[src/rtl/axi4_wr_arbiter.sv]
// Round-robin arbiter sharing one AXI4 write slave among NUM_M masters.
// A grant is held for a whole burst: AW, then all W beats, then the B response.
module axi4_wr_arbiter #(
  parameter int unsigned NUM_M      = 2,
  parameter int unsigned DATA_WIDTH = 32,
  parameter int unsigned ADDR_WIDTH = 16
) (
  input  logic                          ACLK,
  input  logic                          ARESET,
  input  logic [NUM_M-1:0]              m_awvalid,
  output logic [NUM_M-1:0]              m_awready,
  input  logic [NUM_M*ADDR_WIDTH-1:0]   m_awaddr,
  input  logic [NUM_M*8-1:0]            m_awlen,
  input  logic [NUM_M*3-1:0]            m_awsize,
  input  logic [NUM_M*DATA_WIDTH-1:0]   m_wdata,
  input  logic [NUM_M-1:0]              m_wvalid,
  input  logic [NUM_M-1:0]              m_wlast,
  output logic [NUM_M-1:0]              m_wready,
  output logic [NUM_M-1:0]              m_bvalid,
  output logic [NUM_M*2-1:0]            m_bresp,
  input  logic [NUM_M-1:0]              m_bready,
  output logic                          s_awvalid,
  output logic [ADDR_WIDTH-1:0]         s_awaddr,
  output logic [7:0]                    s_awlen,
  output logic [2:0]                    s_awsize,
  input  logic                          s_awready,
  output logic                          s_wvalid,
  output logic [DATA_WIDTH-1:0]         s_wdata,
  output logic                          s_wlast,
  input  logic                          s_wready,
  input  logic                          s_bvalid,
  input  logic [1:0]                    s_bresp,
  output logic                          s_bready,
  output logic [$clog2(NUM_M)-1:0]      grant_id,
  output logic                          busy
);

  localparam int unsigned IdW = $clog2(NUM_M);

  typedef enum logic [1:0] {StIdle, StAw, StW, StB} state_e;

  state_e         state_q, state_d;
  logic [IdW-1:0] grant_q, grant_d;
  logic [IdW-1:0] rr_ptr_q, rr_ptr_d;
  logic [7:0]     beat_cnt_q, beat_cnt_d;
  logic [7:0]     len_q, len_d;

  logic [ADDR_WIDTH-1:0] awaddr_a [NUM_M];
  logic [7:0]            awlen_a  [NUM_M];
  logic [2:0]            awsize_a [NUM_M];
  logic [DATA_WIDTH-1:0] wdata_a  [NUM_M];
  logic [1:0]            bresp_a  [NUM_M];

  for (genvar i = 0; i < NUM_M; i++) begin : g_slice
    assign awaddr_a[i]       = m_awaddr[i*ADDR_WIDTH +: ADDR_WIDTH];
    assign awlen_a[i]        = m_awlen[i*8 +: 8];
    assign awsize_a[i]       = m_awsize[i*3 +: 3];
    assign wdata_a[i]        = m_wdata[i*DATA_WIDTH +: DATA_WIDTH];
    assign m_bresp[i*2 +: 2] = bresp_a[i];
  end

  // First requester at or after rr_ptr, wrapping; depends on m_awvalid only.
  logic [IdW-1:0] pick;
  logic [IdW-1:0] idx;
  logic           any_req;

  always_comb begin
    pick    = rr_ptr_q;
    idx     = rr_ptr_q;
    any_req = 1'b0;
    for (int unsigned k = 0; k < NUM_M; k++) begin
      idx = IdW'((32'(rr_ptr_q) + k) % NUM_M);
      if (!any_req && m_awvalid[idx]) begin
        pick    = idx;
        any_req = 1'b1;
      end
    end
  end

  always_comb begin
    state_d    = state_q;
    grant_d    = grant_q;
    rr_ptr_d   = rr_ptr_q;
    beat_cnt_d = beat_cnt_q;
    len_d      = len_q;
    unique case (state_q)
      StIdle: begin
        if (any_req) begin
          grant_d = pick;
          state_d = StAw;
        end
      end
      StAw: begin
        if (s_awvalid && s_awready) begin
          len_d      = awlen_a[grant_q];
          beat_cnt_d = 8'd0;
          state_d    = StW;
        end
      end
      StW: begin
        if (s_wvalid && s_wready) begin
          beat_cnt_d = beat_cnt_q + 8'd1;
          if (s_wlast) state_d = StB;
        end
      end
      StB: begin
        if (s_bvalid && s_bready) begin
          rr_ptr_d = IdW'((32'(grant_q) + 32'd1) % NUM_M);
          state_d  = StIdle;
        end
      end
      default: state_d = StIdle;
    endcase
  end

  always_ff @(posedge ACLK or posedge ARESET) begin
    if (ARESET) begin
      state_q    <= StIdle;
      grant_q    <= '0;
      rr_ptr_q   <= '0;
      beat_cnt_q <= 8'd0;
      len_q      <= 8'd0;
    end else begin
      state_q    <= state_d;
      grant_q    <= grant_d;
      rr_ptr_q   <= rr_ptr_d;
      beat_cnt_q <= beat_cnt_d;
      len_q      <= len_d;
    end
  end

  // Handshake signals are gated by the registered state, so reset kills them at once.
  always_comb begin
    m_awready = '0;
    m_wready  = '0;
    m_bvalid  = '0;
    for (int unsigned k = 0; k < NUM_M; k++) bresp_a[k] = 2'b00;
    s_awvalid = 1'b0;
    s_wvalid  = 1'b0;
    s_wlast   = 1'b0;
    s_bready  = 1'b0;
    s_awaddr  = awaddr_a[grant_q];
    s_awlen   = awlen_a[grant_q];
    s_awsize  = awsize_a[grant_q];
    s_wdata   = wdata_a[grant_q];
    unique case (state_q)
      StAw: begin
        s_awvalid          = m_awvalid[grant_q];
        m_awready[grant_q] = s_awready;
      end
      StW: begin
        s_wvalid          = m_wvalid[grant_q];
        // Beat count terminates the burst even when the master never sends WLAST.
        s_wlast           = m_wlast[grant_q] | (beat_cnt_q == len_q);
        m_wready[grant_q] = s_wready;
      end
      StB: begin
        m_bvalid[grant_q] = s_bvalid;
        bresp_a[grant_q]  = s_bresp;
        s_bready          = m_bready[grant_q];
      end
      default: ;
    endcase
  end

  assign grant_id = grant_q;
  assign busy     = (state_q != StIdle);

endmodule

[config.mk]
export PLATFORM = sky130hd
export DESIGN_NAME = axi4_wr_arbiter
export DESIGN_NICKNAME = d
export VERILOG_FILES = /design/src/rtl/axi4_wr_arbiter.sv
export SDC_FILE = /design/constraint.sdc
export NUM_CORES = 1
export LEC_CHECK = 0
export CAP_MARGIN = 20
export CORE_ASPECT_RATIO = 1.75
export CORE_MARGIN = 5
export CORE_UTILIZATION = 32
export CTS_BUF_LIST = sky130_fd_sc_hd__clkbuf_8
export DETAILED_ROUTE_END_ITERATION = 7
export PLACE_DENSITY_LB_ADDON = 0.12
export SLEW_MARGIN = 30
export SYNTH_ARGS = -nofsm -noshare
export SYNTH_HDL_FRONTEND = slang
export SYNTH_SLANG_ARGS = --single-unit
[constraint.sdc]
create_clock -name ACLK -period 3.9 [get_ports ACLK]
set_input_delay 0.78 -clock ACLK [delete_from_list [all_inputs] [get_ports ACLK]]
set_output_delay 0.78 -clock ACLK [all_outputs]
set_load 0.02 [all_outputs]
* Word-level counts from Yosys, hierarchy flattened
Index checks and enable logic that the tools add are counted.
** Word-level totals
- Flip-flop bits (word level) :: 20
- Input port bits :: 133
- Output and inout port bits :: 75
- Word-level logic and storage cells :: 92
** Cells by class
- $add $sub $neg :: 3
- $lt $le $gt $ge :: 6
- Equal/unequal tests :: 9
- Mux-type cells :: 48
- Bitwise logic cells :: 6
- Reduce and logical (&&, ||, !) cells :: 15
** Operator list (number)
- 2-to-1 mux 32 bit :: 3
- 2-to-1 mux 16 bit :: 3
- 2-to-1 mux 8 bit :: 5
- 2-to-1 mux 1 bit :: 20
- 2-to-1 mux 2 bit :: 9
- case mux 8 bit (2 select lines) :: 1
- inequality test 2 bit, second input constant :: 5
- 2-to-1 mux 3 bit :: 3
- adder 8 x 1 -> 8 bit, second input constant :: 1
- equality test 8 bit :: 1
- case mux 2 bit (4 select lines) :: 1
- bitwise AND 2 bit :: 3
- logical AND 1 bit :: 6
- less-than comparator 1 x 2 -> 1 bit, second input constant :: 3
- AND reduction 2 bit :: 3
- AND reduction 5 bit :: 1
- bitwise AND 4 bit :: 1
- equality test 2 bit, second input constant :: 2
- 2-to-1 mux 4 bit :: 1
- nonzero test 2 bit :: 2
- AND reduction 3 bit :: 1
- adder 1 bit, second input constant :: 2
- demux 2 bit (select 1 bit) :: 1
- equality test 2 x 1 -> 1 bit, second input constant :: 1
- other kinds (8) :: 8

* Depth between registers and ports, before layout
- Depth after elaboration :: 8
- Mapped depth :: 8

* Worst setup path after synthesis
OpenSTA, ideal clock, no wires.
- Kind :: reg-to-output
- Start point :: reg grant_q (netlist: grant_id)
- End point :: out s_awaddr[0]
- Data arrival time :: 1.471 ns
- Data required time :: 3.120 ns
- Setup slack :: 1.649 ns
- Cell stages (with the launch flop) :: 5
- Cells stage by stage :: dfrtp_1 -> buf_6 -> buf_2 -> buf_2 -> mux2_2
** On the way
- Word-level cells in the longest chain between the ends :: 4
** Ends and longest elaborated chain
- from (decl) :: RTL line 43 : logic [IdW-1:0] grant_q, grant_d;
- from (signal assigned) :: RTL line 125 : grant_q <= grant_d;
- NOT 1 -> 2 bit (implied by the code) :: RTL line 142 : s_awaddr = awaddr_a[grant_q];
- 2-to-1 mux 16 bit (implied by the code) (3 in series) :: RTL line 142
- to (decl) :: RTL line 23 : output logic [ADDR_WIDTH-1:0] s_awaddr,
Every way passes these cells. The select of a mux whose other input is x is not followed.

* Final worst setup path
- Start point :: in m_wlast[0]
- End point :: out s_wlast
** On the way
- Word-level cells in the longest chain between the ends :: 4
** Ends and longest elaborated chain
- from (decl) :: RTL line 17 : input logic [NUM_M-1:0] m_wlast,
- 2-to-1 mux 1 bit (implied by the code) (2 in series) :: RTL line 154 : s_wlast = m_wlast[grant_q] | (beat_cnt_q == len_q);
- bitwise OR 1 bit :: RTL line 154
- 2-to-1 mux 1 bit :: RTL line 146 : unique case (state_q)
- to (decl) :: RTL line 29 : output logic s_wlast,
Every way passes these cells. The select of a mux whose other input is x is not followed.

==> flow_metrics.tcl <==
set metrics [dict create \
    required_ps 3120 \
    setup.worst_path.class "in -> out" \
    grt_start_max_net_pins 76 \
    remaining_drc_errors 0 \
    critical-path-max-stage-delay_ps 550 \
    layout_common_cells "207 x sky130_fd_sc_hd__clkdlybuf4s50_1, 67 x sky130_fd_sc_hd__mux2_2, 19 x sky130_fd_sc_hd__dfrtp_1" \
    power_switching_share_pct 43.7 \
    worst_setup_path_end_kind "output port" \
    floorplan.die_area_sq_mm 0.00792 \
    max_slew.worst_pin.slew_ps 741 \
    critical_path.max_fanout 2 \
    antenna_cells_inserted 0 \
    final_max_slew_viol_count 0 \
    num_rows 38 \
    power-per-cell-area_mw_per_mm2 567 \
    grt.total_usage_pct 24.7 \
    postRouteWirelength_microns 9680 \
    cap_viol_max_count 0 \
    core-area_sq_mm 0.00613 \
    synth-seq-cells 20 \
    ant_nets 0 \
    crit_path_cell_trace "clkdlybuf4s50_1 -> nor2b_1 -> a221oi_2 -> nor2b_1 -> clkdlybuf4s50_1" \
    clock_latency_at_the_later_pin_of_the_worst_skew_pair_ps 260 \
    global_route.overflow_total 0 \
    first_global_vias 2539 \
    irDropWorstVdd_v 0.000349 \
    antenna_found_initial 0 \
    cts-hold-fix-buffers 0 \
    power.internal_mw 1.33 \
    mapped_cells 195 \
    total_power_mw 2.36 \
    max_freq_mhz 335 \
    post_cts_buffers 0 \
    dr.first_iter.drc_count 59 \
    holdCritPathClass "reg -> reg" \
    drt-wirelength-per-cell_microns 20.3 \
    cp-start-kind "primary input" \
    ys_warn_count 0 \
    outcome "complete, no violations" \
    leakage_power_nw 1.64 \
    final.setup.tns_ps 0 \
    area_of_the_mapped_netlist_sq_mm 0.00198 \
    initial_utilization_pct 32.3 \
    seqPwrFrac_pct 15.4 \
    critPathSlowestCell "sky130_fd_sc_hd__clkdlybuf4s50_1" \
    clkSlewWorstSetupHoldPaths_ps 70 \
    synth_sequential_area_ratio_pct 25.3 \
    share_comb_of_total_power_pct 78.8 \
    vias 2310 \
    finalSetupViolCount 0 \
    htreeDepth 1 \
    share_of_post_route_cells_with_drive_strength_above_1_pct 20.7 \
    x_dimension_of_the_die_microns 69.5 \
    top_signal_layer_used "met4" \
    clock_tree_from_tritoncts "yes" \
    hold_slack_final_ps 507 \
    slew_headroom_pct 50.5 \
    clkSinkCount 20 \
    tritoncts.num_buffers 3 \
    numPortBuffers 207 \
    pre_cts_ws_ps 914 \
    mostFrequentLayoutCell "sky130_fd_sc_hd__clkdlybuf4s50_1" \
    p_clk_share_pct 5.8 \
    yosys.cell_types.count 40 \
    wl_met3_microns 1260 \
    ioPinCount 208 \
    arrival_ps 2200 \
    synthesis.area_per_instance_sq_um 10.2 \
    m1WireLength_microns 3630 \
    ys_async_sr_fraction_pct 100 \
    rsz_0062_raised_after_global_routing "no" \
    met2RoutedLength_microns 4720 \
    synth-edff-count 0 \
    period_share_pct 76.5 \
    finalHoldViolCount 0 \
    die_h_microns 114 \
    path_delay_family "buffers and inverters" \
    area_growth_syn_to_layout_pct 110 \
    total_switching_power_mw 1.03 \
    place.detailed.hpwl_microns 8220 \
    detail_route.first_pass.iterations 4 \
    cts.path.max_buffers 2 \
    routabilityCongestion 0.918 \
    synth_top_flop_cell "sky130_fd_sc_hd__dfrtp_1" \
    fin_ws_ps 917 \
    via_per_inst 4.85 \
    global_route_wire_length_before_repair_microns 15100 \
    cts_resized 0 \
    final_nets 535 \
    critical_path_buffers_and_inverters 2 \
    synthesis.nets 333 \
    cts_root_buf "sky130_fd_sc_hd__clkbuf_8" \
    timing.final.crit_period_ps 2980 \
    finalClockSkew_ps 1.97 \
]
## layer usage
| metal | track usage (%) | vias to the layer above |
|---|---|---|
| met5 | 0 | - |
| met4 | 3.00 | 0 |
| met3 | 12.0 | 7 |
| met2 | 42.9 | 146 |
| met1 | 28.0 | 1050 |
| li1 | - | 1107 |
## cells by family (layout without fill, tap and decap cells)
family / Yosys count / in the layout / share of synthesized area [%]
mux: 71 / 71 / 40.6
xor+xnor: 8 / 8 / 3.54
compound gates: 28 / 28 / 10.4
simple gates: 45 / 45 / 12.6
buf+inv: 18 / 219 / 4.42
fa+ha+maj: 5 / 5 / 3.16
flops: 20 / 20 / 25.3
## registers in the layout, indices dropped and copies added (netlist names)
| name | cells |
|---|---|
| beat_cnt_q | 8 |
| grant_id | 1 |
| len_q | 8 |
| rr_ptr_q | 1 |
| state_q | 2 |
## synth_stat cells, types with 3 or more instances
| cell type | n | area share, % |
|---|---|---|
| sky130_fd_sc_hd__nor2_1 | 3 | 0.57 |
| sky130_fd_sc_hd__o31ai_1 | 3 | 1.1 |
| sky130_fd_sc_hd__and2_1 | 6 | 1.9 |
| sky130_fd_sc_hd__and3_1 | 5 | 1.6 |
| sky130_fd_sc_hd__nor2b_1 | 7 | 2.2 |
| sky130_fd_sc_hd__buf_2 | 6 | 1.5 |
| sky130_fd_sc_hd__nand2_1 | 11 | 2.1 |
| sky130_fd_sc_hd__dfrtp_1 | 20 | 25 |
| sky130_fd_sc_hd__o21ai_0 | 10 | 2.5 |
| sky130_fd_sc_hd__inv_1 | 7 | 1.3 |
| sky130_fd_sc_hd__mux2_2 | 67 | 38 |
| sky130_fd_sc_hd__ha_1 | 5 | 3.2 |
| sky130_fd_sc_hd__xor2_1 | 8 | 3.5 |
## worst paths after layout
path                               to  startpoint  slack [ps]  depth (start not counted)
setup / recovery              s_wlast  m_wlast[0]         920                          5
hold / removal               rr_ptr_q    rr_ptr_q         510                          2
setup reg to reg           state_q[1]    grant_id        1870                          6
hold reg to reg              rr_ptr_q    rr_ptr_q         510                          2
max in group asynchronous    grant_id      ARESET        2450                          2
min in group asynchronous    grant_id      ARESET         950                          2
## per-stage QoR
stage	std cells	area [sq um]	utilization (%)
after floorplan	195	1980	-
after global placement	472	4110	67.1
after detailed placement	472	4110	67.1
after CTS	476	4160	67.8
after global routing	476	4160	67.8
final	476	4160	67.8
## worst register-to-register path: stages (launching register included)
cell                        delay [ps]
sky130_fd_sc_hd__dfrtp_2           410
sky130_fd_sc_hd__buf_12            220
sky130_fd_sc_hd__mux2i_2           260
sky130_fd_sc_hd__nor2_4            340
sky130_fd_sc_hd__o2111ai_2         170
sky130_fd_sc_hd__a21oi_2           200
sky130_fd_sc_hd__mux2_4            310
## power groups by stage
stage,combinational (mW),sequential (mW),clock (mW)
2_1_floorplan,1.12,0.356,0
3_3_place_gp,1.85,0.367,0
3_5_place_dp,1.86,0.368,0
4_1_cts,1.88,0.365,0.139
5_1_grt,1.99,0.379,0.148
6_report,1.86,0.364,0.136
## area by class of cell
type | instances | area (sq um)
fillers | 498 | 1980
clock inverters | 1 | 3.75
well taps | 80 | 100
inverters | 7 | 26.3
clock buffers | 3 | 41.3
flip-flops and latches | 20 | 502
repair buffers | 208 | 2090
multi-input cells | 157 | 1390
Note: power is estimated with default switching activity, not from simulation.
